--- src/rtl/cpu_pkg.sv ---
`default_nettype none
// ==========================================================================
// cpu_pkg : shared fetch constants and fetch-state encoding.  Rev 1.0
// ==========================================================================
package cpu_pkg;

   localparam logic [3:0]  HALT_OPCODE  = 4'b1111;
   localparam logic [15:0] NOP_INSTR    = 16'h0000;
   localparam int          INSTR_STRIDE = 4;
   localparam int          IMEM_DEPTH   = 128;

   typedef enum logic [0:0] {
      RUN    = 1'b0,
      HALTED = 1'b1
   } fetch_state_e;

endpackage
`default_nettype wire

--- src/rtl/instruction_fetch_unit_if.sv ---
`default_nettype none
// ==========================================================================
// instruction_fetch_unit_if : memory, redirect and IF/ID bundle.  Rev 1.0
// ==========================================================================
interface instruction_fetch_unit_if;

   logic [15:0] PCAddress;
   logic [15:0] Instruction;
   logic        Redirect;
   logic [15:0] RedirectTarget;
   logic        DecodeReady;
   logic [15:0] IFID_Instruction;
   logic [15:0] IFID_PC;
   logic        IFID_Valid;
   logic        Halted;
   logic [15:0] FetchCount;

   modport master (
      output PCAddress,
      input  Instruction,
      input  Redirect,
      input  RedirectTarget,
      input  DecodeReady,
      output IFID_Instruction,
      output IFID_PC,
      output IFID_Valid,
      output Halted,
      output FetchCount
   );

   modport slave (
      input  PCAddress,
      output Instruction,
      output Redirect,
      output RedirectTarget,
      output DecodeReady,
      input  IFID_Instruction,
      input  IFID_PC,
      input  IFID_Valid,
      input  Halted,
      input  FetchCount
   );

endinterface
`default_nettype wire

--- src/rtl/instruction_fetch_unit_pc_next.sv ---
`default_nettype none
// ==========================================================================
// pc_next_logic : next-PC selection with alignment and depth wrap.  Rev 1.0
// ==========================================================================
module pc_next_logic #(
   parameter int STRIDE = 4,
   parameter int DEPTH  = 128
) (
   input  logic [15:0] pc_i,
   input  logic        redirect_i,
   input  logic [15:0] target_i,
   input  logic        advance_i,
   output logic [15:0] pc_next_o
);

   localparam logic [15:0] STEP       = 16'(STRIDE);
   localparam logic [15:0] ALIGN_MASK = ~(16'(STRIDE) - 16'd1);
   localparam logic [15:0] DEPTH_MASK = 16'(DEPTH) - 16'd1;

   always_comb begin
      pc_next_o = pc_i;
      if (redirect_i) begin
         pc_next_o = target_i & ALIGN_MASK & DEPTH_MASK;
      end else if (advance_i) begin
         pc_next_o = (pc_i + STEP) & DEPTH_MASK;
      end
   end

endmodule
`default_nettype wire

--- src/rtl/instruction_fetch_unit.sv ---
`default_nettype none
// ==========================================================================
// instruction_fetch_unit : PC, IF/ID register, HALT/redirect control.  Rev 1.0
// ==========================================================================
module instruction_fetch_unit #(
   parameter logic [15:0] RESET_PC     = 16'd0,
   parameter int          IMEM_DEPTH   = cpu_pkg::IMEM_DEPTH,
   parameter int          INSTR_STRIDE = cpu_pkg::INSTR_STRIDE,
   parameter logic [3:0]  HALT_OPCODE  = cpu_pkg::HALT_OPCODE,
   parameter logic [15:0] NOP_INSTR    = cpu_pkg::NOP_INSTR
) (
   input  logic                       Clock,
   input  logic                       Reset,
   instruction_fetch_unit_if.master   bus
);

   import cpu_pkg::*;

   fetch_state_e state_q, state_d;
   logic [15:0]  pc_q, pc_d;
   logic [15:0]  instr_q, instr_d;
   logic [15:0]  ifpc_q, ifpc_d;
   logic [15:0]  cnt_q, cnt_d;
   logic         valid_q, valid_d;
   logic         load;
   logic         is_halt;
   logic         advance;

   assign load    = (state_q == RUN) && (!valid_q || bus.DecodeReady);
   assign is_halt = (bus.Instruction[15:12] == HALT_OPCODE);
   // A fetched HALT parks the PC on its own address.
   assign advance = load && !is_halt;

   pc_next_logic #(
      .STRIDE (INSTR_STRIDE),
      .DEPTH  (IMEM_DEPTH)
   ) u_pc_next (
      .pc_i       (pc_q),
      .redirect_i (bus.Redirect),
      .target_i   (bus.RedirectTarget),
      .advance_i  (advance),
      .pc_next_o  (pc_d)
   );

   always_comb begin
      state_d = state_q;
      instr_d = instr_q;
      ifpc_d  = ifpc_q;
      cnt_d   = cnt_q;
      valid_d = valid_q;
      if (bus.Redirect) begin
         state_d = RUN;
         instr_d = NOP_INSTR;
         valid_d = 1'b0;
      end else if (load) begin
         instr_d = bus.Instruction;
         ifpc_d  = pc_q;
         valid_d = 1'b1;
         cnt_d   = (cnt_q == 16'hFFFF) ? cnt_q : cnt_q + 16'd1;
         if (is_halt) begin
            state_d = HALTED;
         end
      end else if (state_q == HALTED && valid_q && bus.DecodeReady) begin
         valid_d = 1'b0;
      end
   end

   always_ff @(posedge Clock) begin
      if (Reset) begin
         state_q <= RUN;
         pc_q    <= RESET_PC;
         instr_q <= NOP_INSTR;
         ifpc_q  <= 16'd0;
         cnt_q   <= 16'd0;
         valid_q <= 1'b0;
      end else begin
         state_q <= state_d;
         pc_q    <= pc_d;
         instr_q <= instr_d;
         ifpc_q  <= ifpc_d;
         cnt_q   <= cnt_d;
         valid_q <= valid_d;
      end
   end

   assign bus.PCAddress        = pc_q;
   assign bus.IFID_Instruction = instr_q;
   assign bus.IFID_PC          = ifpc_q;
   assign bus.IFID_Valid       = valid_q;
   assign bus.Halted           = (state_q == HALTED);
   assign bus.FetchCount       = cnt_q;

endmodule
`default_nettype wire
--- src/flat_wrapper.sv ---
// flat-port wrapper written by rule: the top's interface ports become plain ports
module instruction_fetch_unit_flat import cpu_pkg::*;
#(
   parameter logic [15:0] RESET_PC     = 16'd0,
   parameter int          IMEM_DEPTH   = cpu_pkg::IMEM_DEPTH,
   parameter int          INSTR_STRIDE = cpu_pkg::INSTR_STRIDE,
   parameter logic [3:0]  HALT_OPCODE  = cpu_pkg::HALT_OPCODE,
   parameter logic [15:0] NOP_INSTR    = cpu_pkg::NOP_INSTR
)
  (Clock, Reset, bus_PCAddress, bus_Instruction, bus_Redirect, bus_RedirectTarget, bus_DecodeReady, bus_IFID_Instruction, bus_IFID_PC, bus_IFID_Valid, bus_Halted, bus_FetchCount);
  instruction_fetch_unit_if bus_i ();
  input  logic Clock;
  input  logic Reset;
  output wire logic [$bits(bus_i.PCAddress)-1:0] bus_PCAddress;
  input wire logic [$bits(bus_i.Instruction)-1:0] bus_Instruction;
  input wire logic [$bits(bus_i.Redirect)-1:0] bus_Redirect;
  input wire logic [$bits(bus_i.RedirectTarget)-1:0] bus_RedirectTarget;
  input wire logic [$bits(bus_i.DecodeReady)-1:0] bus_DecodeReady;
  output wire logic [$bits(bus_i.IFID_Instruction)-1:0] bus_IFID_Instruction;
  output wire logic [$bits(bus_i.IFID_PC)-1:0] bus_IFID_PC;
  output wire logic [$bits(bus_i.IFID_Valid)-1:0] bus_IFID_Valid;
  output wire logic [$bits(bus_i.Halted)-1:0] bus_Halted;
  output wire logic [$bits(bus_i.FetchCount)-1:0] bus_FetchCount;
  assign bus_PCAddress = bus_i.PCAddress;
  assign bus_i.Instruction = bus_Instruction;
  assign bus_i.Redirect = bus_Redirect;
  assign bus_i.RedirectTarget = bus_RedirectTarget;
  assign bus_i.DecodeReady = bus_DecodeReady;
  assign bus_IFID_Instruction = bus_i.IFID_Instruction;
  assign bus_IFID_PC = bus_i.IFID_PC;
  assign bus_IFID_Valid = bus_i.IFID_Valid;
  assign bus_Halted = bus_i.Halted;
  assign bus_FetchCount = bus_i.FetchCount;
  instruction_fetch_unit #(.RESET_PC(RESET_PC), .IMEM_DEPTH(IMEM_DEPTH), .INSTR_STRIDE(INSTR_STRIDE), .HALT_OPCODE(HALT_OPCODE), .NOP_INSTR(NOP_INSTR)) u_core (.Clock(Clock), .Reset(Reset), .bus(bus_i));
endmodule
--- config.mk ---
export PLATFORM = sky130hd
export DESIGN_NAME = instruction_fetch_unit_flat
export DESIGN_NICKNAME = d
export VERILOG_FILES = /design/src/rtl/cpu_pkg.sv /design/src/rtl/instruction_fetch_unit_if.sv /design/src/rtl/instruction_fetch_unit_pc_next.sv /design/src/rtl/instruction_fetch_unit.sv /design/src/flat_wrapper.sv
export SDC_FILE = /design/constraint.sdc
export NUM_CORES = 1
export LEC_CHECK = 0
export CAP_MARGIN = 20
export CORE_ASPECT_RATIO = 0.6
export CORE_MARGIN = 2
export CORE_UTILIZATION = 38
export CTS_BUF_LIST = sky130_fd_sc_hd__clkbuf_8
export CTS_CLUSTER_DIAMETER = 120
export DETAILED_ROUTE_END_ITERATION = 10
export GPL_TIMING_DRIVEN = 0
export MAX_ROUTING_LAYER = met4
export PLACE_DENSITY_LB_ADDON = 0.05
export SYNTH_ARGS = -nofsm -noshare
export SYNTH_HDL_FRONTEND = slang
export SYNTH_SLANG_ARGS = --single-unit
--- constraint.sdc ---
create_clock -name Clock -period 1.6 [get_ports Clock]
set_input_delay 0.32 -clock Clock [delete_from_list [all_inputs] [get_ports Clock]]
set_output_delay 0.32 -clock Clock [all_outputs]
set_load 0.005 [all_outputs]
==> impl_results.md <==
* Post-synth cell types at 49
* Worst vdd ir at about 0.33 mV
* Row cnt at 21
* Detailed placement HPWL at around 4300 microns
* Crit Path Class: flip-flop to flip-flop
* CTS tree: done
* Post-synth top area share at 0.3998
* Max-cap viol count at 0
* Tmin final at ~1.6 ns
* Yosys top cell by area: dfxtp_1
* Clock skew at between 0.008 and 0.009 ns
* Setup violations, final at 0
* Top delay family on crit path: simple AND/OR/NAND/NOR gates
* Critical path depth at 5
* Worst setup EP type: flip-flop
* Initial DRC Count at about 110
* Int Power at about 1700 uW
* DR pass1 iterations at 4
* GP Congestion at a little over 0.8
* Sequential element share of the synthesized area at 0.3998
* Cells after Synth at 265
* Maximum root-to-sink buffer count at 2
* Most common cell after layout, fill and taps aside: clkdlybuf4s50_1
* Pleak at roughly 0.0014 uW
* Syn Area/Cell at between 8 and 9 sq um
* Hold Violations, Final at 0
* Via count at between 2,000 and 2,500
* Layout Cells excl Fill at between 400 and 500
* Critical R2R Capture: u_core.bus.FetchCount[5]
* Slowest CP cell: dfxtp_4
* CP Buf/Inv Count at 1
* Seq cells post-synth at 44
* P&R area growth vs syn at 60.02%
* Total power at about 2400 uW
* Final routed DRC violation total at 0
* Critical path arrival at around 1.8 ns
* Flop pwr share at 0.502
* Pin count of the biggest net entering global routing at 14
* First-pass GRT wire length at approximately 9500 microns
* Top cells by area, synth: dfxtp_1 (40%), nand2_1 (8.9%), buf_4 (8.2%)
* Storage cell area at around 920 sq um
* Port Buffer Count at 68
* Worst skew pair latency at approximately 0.3 ns
* HP Class: input port to flip-flop
* Die H at 62.99 microns
* Effective utilization at floorplan at 0.3937
* Ant diodes at 0
* Initial antenna violation count at 0
* Layout cells sized above 1 at 0.2958
* Vias in the first global route at 2,000
* Final WL at 6318 microns
* Ratio of total power to cell area at roughly 670 mW/mm^2
* Most frequent cells in the layout: clkdlybuf4s50_1 (62), nand2_1 (50), buf_4 (39)
* Placed instance count at around 430
* Total GRT Usage at 0.1901
* Die X at about 100 microns
* Syn. warnings at 0
* Antenna-violating nets left at 0
* Switch Pwr at ~620 uW
* Die ar. at between 0.006 and 0.007 sq mm
* Reg clk slew, reported paths at ~0.08 ns
* Switching portion of total power at 0.2631
* Core area at about 0.0056 sq mm
* F_max at around 630 MHz
* CP max FO at 7
* Worst-Margin Slew at just under 0.6 ns
* Max incr delay on CP at around 0.38 ns
* Slew Limit Fails at 0
* Total Nets Final at roughly 420
* Worst path required time at about 1.8 ns
* Area of the multi-input gates at 0.001277 sq mm
* Final period utilization at 0.9932
* FF-to-FF setup slack at 0.01 ns
* Status: finished, final reports clean
* Fin area at between 0.003 and 0.004 sq mm
* Crit path cell chain: nand4_1 > nor4_4 > buf_4 > a21oi_2 > mux2_2
* Clock sink count at 44
* CP endpoint: u_core.bus.FetchCount[5]
* DR vias/cell at just under 5
* Root Buffer: clkbuf_8
* Mapped cell area at about 0.0022 sq mm
* Mean routed wirelength per cell at 13.68 microns
* R2r worst-path depth at 5
* Core Util, Final at 0.6300
* Placed instance area at a little over 0.003 sq mm
* RSZ-0062 raised after global routing: yes
* Crit Reg-Reg Startpoint: u_core.bus.FetchCount[5]
* Clock share of power at 0.305
* Comb pwr share at 0.193
* CP Launch Type: flip-flop
* Cts bufs inserted at 5
* Io pins at around 100
* H-tree depth at 2
* Total grt overflow at 0
* Slew HR at 0.6056
* Worst setup path start: u_core.bus.FetchCount[5]
* Fillers at between 500 and 600
## worst min-delay path by stage
stage,start,to,slack (ns),cells past startpoint
CTS,bus_Instruction[14],u_core.bus.IFID_Instruction[14],0.43,3
global placement,u_core.bus.IFID_Instruction[10],u_core.bus.IFID_Instruction[10],0.44,2
global route,bus_Instruction[14],u_core.bus.IFID_Instruction[14],0.46,3
finish,bus_Instruction[14],u_core.bus.IFID_Instruction[14],0.44,3
detailed placement,u_core.bus.IFID_Instruction[2],u_core.bus.IFID_Instruction[2],0.45,2
floorplan,u_core.bus.IFID_Instruction[0],u_core.bus.IFID_Instruction[0],0.45,2
## routing by layer
| metal | GRT usage | wire length [microns] |
|---|---|---|
| met5 | - | 0 |
| met4 | 0.03000 | 18 |
| met3 | 0.04586 | 605 |
| met2 | 0.2632 | 2676 |
| met1 | 0.2829 | 3018 |
## through the flow
| step | setup WS [ns] | hold slack [ns] | TNS [ns] |
|---|---|---|---|
| 3_3_place_gp | -0.6273 | 0.4435 | -16.49 |
| 3_5_place_dp | -0.6740 | 0.4473 | -17.52 |
| 2_1_floorplan | 0.001758 | 0.4527 | 0 |
| 5_1_grt | -0.05196 | 0.4554 | -0.2059 |
| 6_report | 0.01096 | 0.4359 | 0 |
| 4_1_cts | -0.005579 | 0.4311 | -0.005579 |
## registers in the layout (all words and copies together) (netlist names)
| register | count |
|---|---|
| u_core.bus.FetchCount | 16 |
| u_core.bus.Halted | 1 |
| u_core.bus.IFID_Instruction | 16 |
| u_core.bus.IFID_PC | 5 |
| u_core.bus.IFID_Valid | 1 |
| u_core.bus.PCAddress | 5 |
## worst reg2reg max path, delay by kind of cell, from the launching register on
kind,cells,cell delay [ns]
and+or+nand+nor,2,0.55
DFF,1,0.38
muxes,1,0.29
buffers and inverters,1,0.20
AOI/OAI and AO/OA,1,0.05
## cells by family (layout without fill, tap and decap cells)
logic type / count (synthesis) / in the layout / share of synthesized area
multiplexers: 5 / 5 / 0.02442
XOR/XNOR: 1 / 1 / 0.003976
AND/OR/NAND/NOR: 112 / 112 / 0.2714
flip-flops: 44 / 44 / 0.3998
adder cells (fa/ha/maj): 2 / 2 / 0.01136
AO/OA/AOI/OAI: 57 / 57 / 0.1658
other: 1 / 22 / 0.001702
buffers and inverters: 43 / 139 / 0.1215
## layout make-up
class	instances	share of cell area
Timing Repair Buffer	88	0.2388
Tap cell	80	0.02839
Clock inverter	2	0.002839
Inverter	9	0.01065
Clock buffer	6	0.02342
Multi-Input combinational cell	199	0.3623
Sequential cell	44	0.2615
Buffer	34	0.07204
## power by group through the flow
stage | Clock [uW] | Sequential, uW | Combinational, uW
global placement | 0 | 1210 | 410
floorplan | 0 | 1210 | 209
finish | 723 | 1190 | 457
CTS | 742 | 1190 | 441
detailed placement | 0 | 1210 | 415
global route | 786 | 1200 | 499
## cell usage after synthesis, drive strengths merged
library cell,n
a2111oi,1
nor2b,5
nor3b,2
a22oi,1
mux2i,2
nand2b,3
a311oi,2
or2,1
a31oi,3
nor3,5
o21ai,3
or3,1
a211o,1
nand2,52
clkinv,2
nand3,6
and3,1
o2111a,1
dfxtp,44
ha,2
inv,7
and4,2
nor4,3
a32oi,1
buf,27
mux2,3
a21oi,30
nand4,7
and2,1
xnor2,1
o2111ai,1
nand4b,2
nor2,15
or4,6
a211oi,4
o221a,1
o41ai,1
clkbuf,7
conb,1
a2111o,2
o31ai,5
## timing repair
| action | CTS | global route |
|---|---|---|
| resized for setup | 33 | 47 |
| endpoints found under the setup margin | 37 | 43 |
| setup buffers | 13 | 7 |
| hold buffers | 0 | 0 |
| pin swaps | 9 | 13 |
Power figures use the tool's default switching activity.
